===== src/rtl/gate_sensor_conditioner.sv =====
// Entrance/exit beam conditioner: synchronise, debounce and edge-detect both
// beams, then admit or refuse each arrival against the lot occupancy count.
module gate_sensor_conditioner #(
    parameter int DEBOUNCE_CYCLES = 16,
    parameter int CAPACITY        = 100,
    parameter int CNT_W           = 7
) (
    input  logic             clk,
    input  logic             reset_n,
    input  logic             raw_entrance,
    input  logic             raw_exit,
    input  logic             clear_count,
    output logic             sensor_entrance,
    output logic             sensor_exit,
    output logic [CNT_W-1:0] occupancy,
    output logic             lot_full,
    output logic             lot_empty,
    output logic             reject_pulse,
    output logic             underflow_pulse
);

    localparam int DB_W = (DEBOUNCE_CYCLES > 2) ? $clog2(DEBOUNCE_CYCLES) : 1;
    localparam logic [DB_W-1:0]  DB_LAST = DB_W'(DEBOUNCE_CYCLES - 1);
    localparam logic [CNT_W-1:0] CAP     = CNT_W'(CAPACITY);

    // Channel 0 is the entrance beam, channel 1 the exit beam.
    logic [1:0]      raw;
    logic [1:0]      sync_1;
    logic [1:0]      sync_2;
    logic [1:0]      deb;
    logic [DB_W-1:0] db_cnt [2];
    logic [1:0]      rise;
    logic            ent_ok;
    logic            ex_ok;

    assign raw = {raw_exit, raw_entrance};

    always_ff @(posedge clk or negedge reset_n) begin
        if (!reset_n) begin
            sync_1 <= '0;
            sync_2 <= '0;
            deb    <= '0;
            for (int i = 0; i < 2; i++) begin
                db_cnt[i] <= '0;
            end
        end else begin
            sync_1 <= raw;
            sync_2 <= sync_1;
            for (int i = 0; i < 2; i++) begin
                if (sync_2[i] == deb[i]) begin
                    db_cnt[i] <= '0;
                end else if (db_cnt[i] == DB_LAST) begin
                    deb[i]    <= sync_2[i];
                    db_cnt[i] <= '0;
                end else begin
                    db_cnt[i] <= db_cnt[i] + DB_W'(1);
                end
            end
        end
    end

    // A rise is the cycle in which the debounced level is about to flip 0->1.
    always_comb begin
        rise = '0;
        for (int i = 0; i < 2; i++) begin
            rise[i] = sync_2[i] && !deb[i] && (db_cnt[i] == DB_LAST);
        end
    end

    // A simultaneous accepted exit frees the slot, so a full lot still admits.
    assign ex_ok  = rise[1] && (occupancy != '0);
    assign ent_ok = rise[0] && ((occupancy < CAP) || ex_ok);

    always_ff @(posedge clk or negedge reset_n) begin
        if (!reset_n) begin
            sensor_entrance <= 1'b0;
            sensor_exit     <= 1'b0;
            reject_pulse    <= 1'b0;
            underflow_pulse <= 1'b0;
            occupancy       <= '0;
        end else begin
            sensor_entrance <= ent_ok;
            sensor_exit     <= ex_ok;
            reject_pulse    <= rise[0] && !ent_ok;
            underflow_pulse <= rise[1] && !ex_ok;
            if (clear_count) begin
                occupancy <= '0;
            end else if (ent_ok && !ex_ok) begin
                occupancy <= occupancy + CNT_W'(1);
            end else if (ex_ok && !ent_ok) begin
                occupancy <= occupancy - CNT_W'(1);
            end
        end
    end

    assign lot_full  = (occupancy == CAP);
    assign lot_empty = (occupancy == '0);

endmodule


===== config.mk =====
export PLATFORM = sky130hd
export DESIGN_NAME = gate_sensor_conditioner
export DESIGN_NICKNAME = d
export VERILOG_FILES = /design/src/rtl/gate_sensor_conditioner.sv
export SDC_FILE = /design/constraint.sdc
export NUM_CORES = 1
export LEC_CHECK = 0
export BUFFER_PORTS_ARGS = -buffer_cell sky130_fd_sc_hd__buf_2
export CAP_MARGIN = 20
export CORE_UTILIZATION = 60
export CTS_BUF_LIST = sky130_fd_sc_hd__clkbuf_8
export CTS_CLUSTER_DIAMETER = 60
export DETAILED_ROUTE_END_ITERATION = 8
export PLACE_DENSITY = 0.84
export SLEW_MARGIN = 20
export SYNTH_ARGS = -nofsm -noshare
export SYNTH_HDL_FRONTEND = slang
export SYNTH_SLANG_ARGS = --single-unit

===== constraint.sdc =====
create_clock -name clk -period 5.2 [get_ports clk]
set_input_delay 1.56 -clock clk [delete_from_list [all_inputs] [get_ports clk]]
set_output_delay 1.56 -clock clk [all_outputs]
set_load 0.02 [all_outputs]

# Yosys cells after proc, flatten, opt, wreduce, memory -nomap -nowiden
# Index checks and enable logic that the tools add are counted.
# W data, S select, Z words.
classes:
  n_addsub: 4
  order_cmp: 1
  eq_ne: 5
  mux: 7
  bitwise: 2
  n_reduce_logical: 20
op_table:
  columns: ["cell", "n"]
  rows:
  - ["$mux W7", 3]
  - ["$mux W4", 4]
  - ["$logic_and A1 B1 Y1", 10]
  - ["$add A4 B1 Y4 const B", 2]
  - ["$eq A4 B4 Y1 const B", 2]
  - ["$add A7 B1 Y7 const B", 1]
  - ["$eq A7 B7 Y1 const B", 1]
  - ["$logic_not A7 Y1", 1]
  - ["$lt A7 B7 Y1 const B", 1]
  - ["$reduce_bool A7 Y1", 1]
  - ["$sub A7 B1 Y7 const B", 1]
  - ["$logic_not A1 Y1", 4]
  - ["$reduce_and A2 Y1", 2]
  - ["$reduce_bool A3 Y1", 1]
  - ["$eq A1 B1 Y1", 2]
  - ["$not A1 Y1", 2]
  - ["$logic_or A1 B1 Y1", 1]
totals:
  regBits: 25
  inputBits: 5
  out_inout_bits: 13
  elab_cells: 50

# Depth between registers and ports, before layout
logic_depth:
  ltp_word: 11
  ltp_mapped: 13
  mapped_depth_nobuf: 13

# Worst setup path after synthesis
# No wires, ideal clock.
synth_timing:
  path_kind: "register to output"
  from: "register occupancy[6]"
  to: "output port lot_full"
  arrival_ns: 1.365
  required_time_ns: 3.640
  setup_slack_ns: 2.275
  path_stages_with_launch: 3
  n_path_buf: 0
  path_cell_list: "dfrtp_1 -> nand2_1 -> nor4_1"
synth_between:
  elab_chain_len: 1
synth_rtl:
  columns: ["item", "line_no", "text"]
  rows:
  - ["from (decl)", "15", "output logic [CNT_W-1:0] occupancy,"]
  - ["from (signal assigned)", "89", "occupancy <= occupancy + CNT_W'(1);"]
  - ["from (signal assigned)", "91", "occupancy <= occupancy - CNT_W'(1);"]
  - ["$eq A7 B7 Y1", "96", "assign lot_full = (occupancy == CAP);"]
  - ["to (decl)", "16", "output logic lot_full,"]
# No other way between the ends.

# Worst setup path after layout
layout_timing:
  from: "register occupancy[0]"
  to: "output port lot_empty"
layout_between:
  elab_chain_len: 1
layout_rtl:
  columns: ["item", "line_no", "text"]
  rows:
  - ["$logic_not A7 Y1", "97", "assign lot_empty = (occupancy == '0);"]
  - ["to (decl)", "17", "output logic lot_empty,"]
# No other way between the ends.

==> results.sh <==
export IMPL_pre_antenna_drt_iters=4
export IMPL_crit_buf_inv=2
export IMPL_post_synthesis_instance_area_sq_um=1310
export IMPL_core_area_sq_um=2000
export IMPL_synth_cells=120
export IMPL_synth_yosys_warnings=0
export IMPL_grt_usage=0.202
export IMPL_synth_edf_count=0
export IMPL_timing_critical_path_slowest_cell_delay_ns=0.47
export IMPL_tritoncts="built"
export IMPL_worst_hold_path_num_cells=0
export IMPL_regToRegStartpoint="occupancy[0]"
export IMPL_grt_overflow_total=0
export IMPL_worst_endpoint_arrival_ns=1.52
export IMPL_dp_hpwl_microns=1590
export IMPL_status="completed"
export IMPL_postSynth_asyncResetShare=1.00
export IMPL_timing_final_ws_setup_ns=2.12
export IMPL_sw_frac_of_total=0.365
export IMPL_clock_tree_buffer_depth=2
export IMPL_r2r_slack_ns=2.37
export IMPL_dr_total_vias=934
export IMPL_post_synth_num_cell_types=40
export IMPL_worst_case_hold_slack_ns=0.352
export IMPL_time_the_worst_path_needs_with_i_o_delays_and_setup_ns=3.08
export IMPL_worst_slew_pin_tran_ns=0.516
export IMPL_cap_viol_max_count=0
export IMPL_design_die_area_sq_um=2370
export IMPL_tritoncts_sink_count=25
export IMPL_fin_util=0.726
export IMPL_hold_viol=0
export IMPL_setup_viol=0
export IMPL_reg2regPathDepth=11
export IMPL_postCtsResizedCells=0
export IMPL_cp_cell_sequence="nor4_2, nand2_1, clkinv_1, buf_2"
export IMPL_dieHeight_microns=48.7
export IMPL_start_util=0.653
export IMPL_worstSetupPathType="flip-flop to output pin"
export IMPL_fmax_mhz=324
export IMPL_post_cts_hold_buffer_count=0
export IMPL_worst_case_headroom_to_the_max_slew_limit=0.656
export IMPL_clock_h_tree_levels=1
export IMPL_design_final_nets=155
export IMPL_ir_drop_mv=0.262
export IMPL_synth_largest_area_cell="dfrtp_1"
export IMPL_crit_path_start_kind="flip-flop"
export IMPL_postSynthAreaPerCell_sq_um=10.9
export IMPL_drt_wl_total_microns=2120
export IMPL_chipWidth_microns=48.7
export IMPL_timing_critical_path_max_delay_family="simple AND/OR/NAND/NOR gates"
export IMPL_cts_clk_slew_worst_paths_ns=0.08
export IMPL_areaGrowthSynthToFinish_pct=11.3
export IMPL_class_of_the_tightest_hold_or_removal_check="flip-flop to flip-flop"
export IMPL_grt_antenna_before_repair=0
export IMPL_endpoint_kind="output pin"
export IMPL_power_combinational_fraction=0.349
export IMPL_rsz0062_at_grt="false"
export IMPL_crit_path_top_delay_cell="dfrtp_1"
export IMPL_avgRoutedWirePerCell_microns=12.7
export IMPL_tns_ns=0
export IMPL_clk_latency_ns=0.26
export IMPL_power_sequential_fraction=0.455
export IMPL_post_synth_top_area_fraction=0.479
export IMPL_largest_net_degree_at_the_start_of_global_routing=26
export IMPL_top_level_ports=18
export IMPL_max_slew_violations=0
export IMPL_remaining_drc_errors=0
export IMPL_yosysSeqAreaShare=0.479
export IMPL_power_density_nw_per_um2=377
export IMPL_post_drt_via_cell_ratio=5.63
export IMPL_total_leakage_power_nw=0.690
export IMPL_power_net_switching_uw=200
export IMPL_insertedDiodeCount=0
export IMPL_global_route_wire_length_before_repair_microns=3790
export IMPL_worst_path_max_fanout=7
export IMPL_ys_dominant_reg_cell="dfrtp_1"
export IMPL_finalWeightedCongestion=0.816
export IMPL_via_count_of_the_first_global_routing_pass=860
export IMPL_rows=16
export IMPL_required_arrival_time_at_the_worst_endpoint_ns=3.64
export IMPL_clock_power_share=0.196
export IMPL_drive_gt1_frac=0.194
export IMPL_numCtsBuffers=3
export IMPL_hold_start="sync_1[0]"
export IMPL_drtIter0Drc=23
export IMPL_skew_ns=0.00224
export IMPL_pre_cts_slack_ns=2.40
export IMPL_min_period_over_period=0.593
export IMPL_remaining_antenna_violation_count=0
export IMPL_post_synth_main_area_contributors="dfrtp_1 48%, ha_1 8.6%, nand2_1 3.4%, xnor2_1 3.4%, nor2_1 2.6%"
export IMPL_cellInternalPower_uw=348
export IMPL_portBuffers=17
export IMPL_synthesis_nets=135
export IMPL_timing_rr_end="occupancy[6]"
export IMPL_postCtsSetupRepairBufs=0
export IMPL_worstHoldEndpoint="sync_2[0]"
export IMPL_synth_seq_cells=25
export IMPL_clock_root_buffer="clkbuf_8"
## metrics by stage
step	cells	power (mW)	cell area (sq um)
after floorplan	120	0.394	1310
after global placement	162	0.440	1410
after detailed placement	162	0.443	1410
after CTS	166	0.551	1450
after global routing	166	0.586	1450
final	166	0.548	1450
## power by group through the flow
stage / logic [mW] / clock network, mW / registers, mW
detailed placement: 0.190 / 0 / 0.253
CTS: 0.192 / 0.110 / 0.249
global placement: 0.187 / 0 / 0.253
finish: 0.191 / 0.108 / 0.249
global route: 0.213 / 0.118 / 0.254
floorplan: 0.129 / 0 / 0.265
## worst register-to-register path, cell delays in order, from the launching register on
cell,delay (ns)
dfrtp_1,0.47
nor4_2,0.40
o21ai_1,0.14
a21oi_2,0.18
inv_1,0.14
fa_1,0.44
a211oi_1,0.32
o21bai_1,0.10
a21oi_1,0.18
xnor2_1,0.09
a22oi_1,0.14
o41ai_1,0.09
## registers in the layout, summed over array words and instances, names as in the netlist
| name | flops |
|---|---|
| occupancy | 7 |
| sensor_entrance | 1 |
| underflow_pulse | 1 |
| reject_pulse | 1 |
| sync_1 | 2 |
| sensor_exit | 1 |
| db_cnt | 8 |
| deb | 2 |
| sync_2 | 2 |
## routing by layer
layer	global-route usage	share of wire	wire length, microns	up-vias
met4	0.0735	0.012	25	0
met5	0	0	0	-
met2	0.326	0.46	981	19
li1	-	-	-	469
met3	0.00943	0.022	46	2
met1	0.289	0.50	1060	444
## cell type report
cell class	instances	area [sq um]
Clock buffer	3	41.3
Clock inverter	1	3.75
Fill cell	150	548
Inverter	6	22.5
Multi-Input combinational cell	87	642
Sequential cell	25	626
Tap cell	27	33.8
Timing Repair Buffer	17	85.1
## worst max-delay path by stage
stage,depth (start not counted),to,from,slack (ns)
2_1_floorplan,2,lot_full,occupancy[6],2.27
3_3_place_gp,4,lot_empty,occupancy[0],2.45
3_5_place_dp,11,occupancy[6],occupancy[0],2.40
4_1_cts,4,lot_empty,occupancy[0],2.11
5_1_grt,4,lot_empty,occupancy[0],2.02
6_report,4,lot_empty,occupancy[0],2.12
## cells in the final DEF, fill, tap and decap left out, types with 2 or more instances in the layout
master / instances
nor2_1: 9
nor3_1: 3
nor3b_1: 2
a21o_1: 3
buf_2: 17
o21ai_0: 4
dfrtp_1: 25
a21oi_1: 6
o21bai_1: 2
nand3_1: 2
nor2b_1: 3
ha_1: 9
inv_1: 6
o31ai_1: 3
o41ai_1: 2
nand2_1: 12
o21ai_1: 2
clkbuf_8: 3
xnor2_1: 5
## cell usage after synthesis (all sizes together), types with 3 or more instances
library cell and count:
o21ai 7, nand2 12, ha 9, xnor2 5, a21oi 7, inv 5
nor2 9, dfrtp 25, nor2b 3, a21o 3, nor3 3, o31ai 3
## cells by family (layout without fill, tap and decap cells)
family | Yosys count | after routing | share of synthesized area
simple gates | 40 | 40 | 0.177
compound gates | 30 | 30 | 0.165
flops | 25 | 25 | 0.479
fa+ha+maj | 10 | 10 | 0.102
buf+inv | 8 | 27 | 0.0297
xor+xnor | 6 | 6 | 0.0402
mux | 1 | 1 | 0.00766
Note: power is estimated with default switching activity, not from simulation.
